==> config.mk <==
export PLATFORM = sky130hd
export DESIGN_NAME = imm_ext_pipe
export DESIGN_NICKNAME = d
export VERILOG_FILES = /design/src/rtl/imm_ext_pipe.sv
export SDC_FILE = /design/constraint.sdc
export NUM_CORES = 1
export LEC_CHECK = 0
export BUFFER_PORTS_ARGS = -buffer_cell sky130_fd_sc_hd__buf_2
export CAP_MARGIN = 20
export CORE_MARGIN = 1
export CORE_UTILIZATION = 40
export CTS_CLUSTER_SIZE = 20
export DETAILED_ROUTE_END_ITERATION = 10
export PLACE_DENSITY = 0.67
export SLEW_MARGIN = 10
export SYNTH_ARGS = -nofsm -noshare
export SYNTH_HDL_FRONTEND = slang
export SYNTH_SLANG_ARGS = --single-unit
==> constraint.sdc <==
create_clock -name clk -period 2.16 [get_ports clk]
set_clock_uncertainty 0.1 [all_clocks]
set_input_delay 0.54 -clock clk [delete_from_list [all_inputs] [get_ports clk]]
set_output_delay 0.54 -clock clk [all_outputs]
set_load 0.02 [all_outputs]
==> src/rtl/imm_ext_pipe.sv <==
// Decode-stage immediate extender: combinational format decode captured into a
// two-entry valid/ready skid buffer (main M drives out_*, skid K absorbs stalls).
module imm_ext_pipe #(
  parameter int unsigned XLEN  = 32,
  parameter int unsigned TAG_W = 5,
  parameter int unsigned CNT_W = 8
) (
  input  logic             clk,
  input  logic             rst_n,
  input  logic             in_valid,
  output logic             in_ready,
  input  logic [24:0]      in_instr,
  input  logic [2:0]       in_imm_src,
  input  logic [TAG_W-1:0] in_tag,
  output logic             out_valid,
  input  logic             out_ready,
  output logic [XLEN-1:0]  out_imm,
  output logic [TAG_W-1:0] out_tag,
  output logic             out_illegal,
  output logic [CNT_W-1:0] illegal_cnt
);

  typedef enum logic [2:0] {
    FMT_I   = 3'b000,
    FMT_U   = 3'b001,
    FMT_S   = 3'b010,
    FMT_B   = 3'b011,
    FMT_J   = 3'b100,
    FMT_IU  = 3'b101,
    FMT_Z   = 3'b110,
    FMT_ILL = 3'b111
  } fmt_e;

  fmt_e             fmt;
  logic [31:7]      ins;
  logic [31:0]      imm32;
  logic             new_ill;
  logic [XLEN-1:0]  new_imm;

  assign ins = in_instr;
  assign fmt = fmt_e'(in_imm_src);

  always_comb begin
    imm32   = '0;
    new_ill = 1'b0;
    case (fmt)
      FMT_I:   imm32 = {{20{ins[31]}}, ins[31:20]};
      FMT_U:   imm32 = {ins[31:12], 12'b0};
      FMT_S:   imm32 = {{20{ins[31]}}, ins[31:25], ins[11:7]};
      FMT_B:   imm32 = {{19{ins[31]}}, ins[31], ins[7], ins[30:25], ins[11:8], 1'b0};
      FMT_J:   imm32 = {{11{ins[31]}}, ins[31], ins[19:12], ins[20], ins[30:21], 1'b0};
      FMT_IU:  imm32 = {20'b0, ins[31:20]};
      FMT_Z:   imm32 = {27'b0, ins[19:15]};
      FMT_ILL: new_ill = 1'b1;
      default: new_ill = 1'b1;
    endcase
  end

  // Zero-extended formats leave imm32[31] clear, so one sign-extension covers all.
  if (XLEN > 32) begin : g_wide
    assign new_imm = {{(XLEN-32){imm32[31]}}, imm32};
  end else begin : g_narrow
    assign new_imm = imm32;
  end

  logic             m_valid_q, m_valid_d;
  logic [XLEN-1:0]  m_imm_q,   m_imm_d;
  logic [TAG_W-1:0] m_tag_q,   m_tag_d;
  logic             m_ill_q,   m_ill_d;
  logic             k_valid_q, k_valid_d;
  logic [XLEN-1:0]  k_imm_q,   k_imm_d;
  logic [TAG_W-1:0] k_tag_q,   k_tag_d;
  logic             k_ill_q,   k_ill_d;
  logic             rdy_q,     rdy_d;
  logic [CNT_W-1:0] cnt_q,     cnt_d;
  logic             accept, pop;

  assign accept = in_valid & rdy_q;
  assign pop    = m_valid_q & out_ready;

  always_comb begin
    m_valid_d = m_valid_q;
    m_imm_d   = m_imm_q;
    m_tag_d   = m_tag_q;
    m_ill_d   = m_ill_q;
    k_valid_d = k_valid_q;
    k_imm_d   = k_imm_q;
    k_tag_d   = k_tag_q;
    k_ill_d   = k_ill_q;
    cnt_d     = cnt_q;
    if (pop) begin
      if (k_valid_q) begin
        m_valid_d = 1'b1;
        m_imm_d   = k_imm_q;
        m_tag_d   = k_tag_q;
        m_ill_d   = k_ill_q;
        k_valid_d = accept;
        if (accept) begin
          k_imm_d = new_imm;
          k_tag_d = in_tag;
          k_ill_d = new_ill;
        end
      end else begin
        m_valid_d = accept;
        if (accept) begin
          m_imm_d = new_imm;
          m_tag_d = in_tag;
          m_ill_d = new_ill;
        end
      end
    end else if (accept) begin
      if (!m_valid_q) begin
        m_valid_d = 1'b1;
        m_imm_d   = new_imm;
        m_tag_d   = in_tag;
        m_ill_d   = new_ill;
      end else begin
        k_valid_d = 1'b1;
        k_imm_d   = new_imm;
        k_tag_d   = in_tag;
        k_ill_d   = new_ill;
      end
    end
    if (accept && new_ill && (cnt_q != '1)) begin
      cnt_d = cnt_q + 1'b1;
    end
    // Registered ready: reflects next-cycle skid occupancy, held low during reset.
    rdy_d = ~k_valid_d;
  end

  always_ff @(posedge clk or negedge rst_n) begin
    if (!rst_n) begin
      m_valid_q <= 1'b0;
      m_imm_q   <= '0;
      m_tag_q   <= '0;
      m_ill_q   <= 1'b0;
      k_valid_q <= 1'b0;
      k_imm_q   <= '0;
      k_tag_q   <= '0;
      k_ill_q   <= 1'b0;
      rdy_q     <= 1'b0;
      cnt_q     <= '0;
    end else begin
      m_valid_q <= m_valid_d;
      m_imm_q   <= m_imm_d;
      m_tag_q   <= m_tag_d;
      m_ill_q   <= m_ill_d;
      k_valid_q <= k_valid_d;
      k_imm_q   <= k_imm_d;
      k_tag_q   <= k_tag_d;
      k_ill_q   <= k_ill_d;
      rdy_q     <= rdy_d;
      cnt_q     <= cnt_d;
    end
  end

  assign in_ready    = rdy_q;
  assign out_valid   = m_valid_q;
  assign out_imm     = m_imm_q;
  assign out_tag     = m_tag_q;
  assign out_illegal = m_ill_q;
  assign illegal_cnt = cnt_q;

endmodule

==> metrics.log <==
[metrics] XOR/XNOR Fraction of Synth Area: 0.00410
[metrics] post-route non-filler standard cell count: 690
[metrics] total clock sinks: 87
[metrics] Post-Route M1 WL: 5.04 mm
[metrics] Via-to-Cell Ratio: 5.29
[metrics] total wirelength of the detailed-routed design: 10.6 mm
[metrics] layout cell share with drive strength beyond 1: 0.245
[metrics] later-pin clock latency in the skew report: 0.36 ns
[metrics] dpl cell area: 4870 um^2
[metrics] DRT iter0 DRCs: 174
[metrics] initial standard-cell utilization of the core: 0.413
[metrics] ANT nets after route: 0
[metrics] first-pass iteration count of the detailed router: 5
[metrics] final clock period utilization by the worst path: 0.837
[metrics] type of origin of the critical path: flip-flop
[metrics] number of pins with negative max-slew slack in the final report: 0
[metrics] width of the chip: 105 um
[metrics] CTS tree: yes
[metrics] Max stage delay on crit path: 0.42 ns
[metrics] nets@finish: 587
[metrics] global-route congestion overflow total: 0
[metrics] largest family of logic cells by synthesized area: simple AND/OR/NAND/NOR gates
[metrics] register area share after synthesis: 0.510
[metrics] signed area change from the synthesized netlist to the final layout: 18.6%
[metrics] worst hold path class: in2reg
[metrics] outcome: completed
[metrics] mean cell area of the mapped netlist: 9.08 um^2
[metrics] first-pass GRT wire length: 18.0 mm
[metrics] type of destination of the critical path: flip-flop
[metrics] fraction of the mapped netlist area in compound gates: 0.171
[metrics] sum of met3 wire segment lengths after detailed routing: 516 um
[metrics] Routed met2 length: 4.83 mm
[metrics] multiplexer share of the synthesized area: 0.0129
[metrics] count of endpoints failing hold in the final timing report: 0
[metrics] cell area after layout: 5060 um^2
[metrics] post-synth net total: 508
[metrics] vertical extent of the die: 105 um
[metrics] number of levels in the clock H-tree: 3
[metrics] max capacitance violation total: 0
[metrics] number of post-CTS setup repair buffers: 0
[metrics] Hold WS: 0.279 ns
[metrics] worst setup margin: 0.353 ns
[metrics] core box area: 10300 um^2
[metrics] DRC Markers: 0
[metrics] cell count after placement: 673
[metrics] routed len/inst: 15.4 um
[metrics] number of storage elements in the synthesis netlist: 87
[metrics] Via Count: 3653
[metrics] area enclosed by the die boundary: 11100 um^2
[metrics] post-synthesis cell count: 470
[metrics] FMAX: 0.553 GHz
[metrics] EDFF count, synth: 0
[metrics] slowest library cell on the worst path: dfrtp_1
[metrics] routability congestion estimate from global placement: 0.829
[metrics] total negative slack: 0 ns
[metrics] adder and majority cell fraction of the synthesized area: 0.00293
[metrics] # diodes: 0
[metrics] row cnt: 37
[metrics] Total Routing Usage GR: 0.209
[metrics] slew at the pin closest to its max-slew limit: 0.483 ns
[metrics] count of different cell masters after synthesis: 53
[metrics] clock period minus final worst setup slack: 1.81 ns
[metrics] Ys Warns: 0
[metrics] FILL cells: 986
[metrics] clock slew at the register clock pins of the worst setup and hold paths: 0.10 ns
[metrics] power density of the placed cells: 1320 nW/um^2
[metrics] TritonCTS buffer count: 9
[metrics] maximum clock insertion buffer count: 2
[metrics] RSZ-0062 raised after global routing: false
[metrics] uppermost metal layer occupied by signal nets: met4
[metrics] P_leak: 2.35 nW
[metrics] number of global-route vias before repair: 3473
[metrics] DP Wirelength: 7.59 mm
[metrics] # port buffers: 84
[metrics] CP Class: reg2reg
[metrics] cell area after synthesis: 4270 um^2
[metrics] Setup Viol. Count Final: 0
[metrics] headroom to the max-slew limit: 0.676
[metrics] critical path cell sequence: ha_1 > and4_1 > a211o_1 > mux2_1
[metrics] proportion of register bits with asynchronous set or reset after synthesis: 1.00
[metrics] synthesized-area fraction occupied by and/or/nand/nor cells: 0.256
[metrics] critical path required time: 2.30 ns
[metrics] antenna violations before repair: 0
[metrics] root buf cell: clkbuf_8
[metrics] worst-case vdd ir drop: 666 uV
[metrics] maximum fanout encountered on the critical timing path: 5
[metrics] Top-Level Pins: 85
[metrics] top flip-flop cell by instance count after synthesis: dfrtp_1
[metrics] maximum number of pins on one net before global-route repair: 53
[metrics] worst setup slack after placement: 0.200 ns
[metrics] data arrival at the endpoint of the critical path: 1.95 ns
## cells by family (layout without fill, tap and decap cells)
group / Yosys count / count (layout)
flip-flops: 87 / 87
AO/OA/AOI/OAI: 123 / 123
buffers and inverters: 38 / 122
adder cells (fa/ha/maj): 1 / 1
XOR/XNOR: 2 / 2
AND/OR/NAND/NOR: 214 / 214
multiplexers: 5 / 5
## layout by cell type, fill, tap and decap left out, types with 7 or more instances in the layout
cell type   n
o21ai_1    14
a22o_1      8
a21oi_1    34
and3_1     20
nor4bb_1    8
nand2_1    95
nand3b_1    7
o21ai_0    31
clkbuf_8   10
nand3_1    17
buf_4      17
nor2_1     35
a31oi_1    17
buf_2      83
dfrtp_1    87
## layer usage
| metal | vias to the layer above | global-route usage |
|---|---|---|
| li1 | 1815 | - |
| met1 | 1717 | 0.298 |
| met2 | 103 | 0.316 |
| met3 | 18 | 0.0328 |
| met4 | 0 | 0.0905 |
| met5 | - | 0 |
## per-stage QoR
stage,power [mW],utilization
after floorplan,4.71,-
after CTS,6.74,0.490
after detailed placement,5.68,0.472
after global placement,5.58,0.472
final,6.68,0.490
after global routing,7.24,0.490
## cells in the mapped netlist (2+ instances only)
cell type	count	share of area
a22oi_1	5	0.0088
nand3_1	17	0.020
and3_1	20	0.029
a21oi_1	34	0.040
nand2_1	95	0.084
nand4_1	3	0.0044
dfrtp_1	87	0.51
a32oi_1	2	0.0041
and2_1	2	0.0029
nand3b_1	7	0.012
nand4b_1	5	0.010
clkbuf_1	12	0.011
and4_1	2	0.0041
nand3_2	2	0.0047
buf_2	18	0.021
o21ai_1	14	0.016
mux2_2	3	0.0079
nor2_1	35	0.031
or3b_2	3	0.0062
a22o_1	8	0.016
a31oi_1	17	0.025
buf_4	3	0.0053
o21a_1	3	0.0053
nand2b_1	2	0.0029
o211ai_1	3	0.0053
o21ai_0	31	0.036
nor2b_1	4	0.0059
nor4bb_1	8	0.019
## final cells by class
class                   instances  area, um^2  area share
clock buffers                  10         138      0.0272
well taps                     136         170      0.0336
repair buffers                104         613       0.121
clock inverters                 6        45.0     0.00890
flip-flops and latches         87        2180       0.430
inverters                       2        7.51     0.00148
multi-input cells             345        1910       0.378
## worst max-delay path, delay by kind of cell, from the launching register on
family,cells,cell delay [ns]
flip-flops,1,0.42
AND/OR/NAND/NOR,1,0.23
AO/OA/AOI/OAI,1,0.35
multiplexers,1,0.32
adder cells (fa/ha/maj),1,0.27
## state kept, by name (all words and copies together), names as in the netlist
register,count
k_imm_q,32
k_tag_q,5
out_imm,32
out_illegal,1
in_ready,1
illegal_cnt,8
k_valid_q,1
out_tag,5
out_valid,1
k_ill_q,1
## what timing repair did
action                                  4_1_cts  5_1_grt
gates resized for setup                       0        0
hold buffers                                  1        0
endpoints found under the hold margin        24        0
endpoints found under the setup margin        0        0
## final timing paths
kind | startpoint | depth (start not counted) | end | slack, ns
max | illegal_cnt[0]$_DFFE_PN0P_ | 4 | illegal_cnt[1]$_DFFE_PN0P_ | 0.35
min | in_tag[0] | 3 | k_tag_q[0]$_DFFE_PN0P_ | 0.28
max reg2reg | illegal_cnt[0]$_DFFE_PN0P_ | 4 | illegal_cnt[1]$_DFFE_PN0P_ | 0.35
min reg2reg | k_tag_q[0]$_DFFE_PN0P_ | 2 | k_tag_q[0]$_DFFE_PN0P_ | 0.38
max in group asynchronous | rst_n | 3 | out_imm[12]$_DFFE_PN0P_ | 0.81
min in group asynchronous | rst_n | 2 | out_imm[26]$_DFFE_PN0P_ | 0.53
## power breakdown
group / internal (mW) / switching (mW)
clock network: 0.453 / 0.608
registers: 2.36 / 0.423
logic: 1.06 / 1.77
No activity file was read; power rests on OpenSTA's default activity.
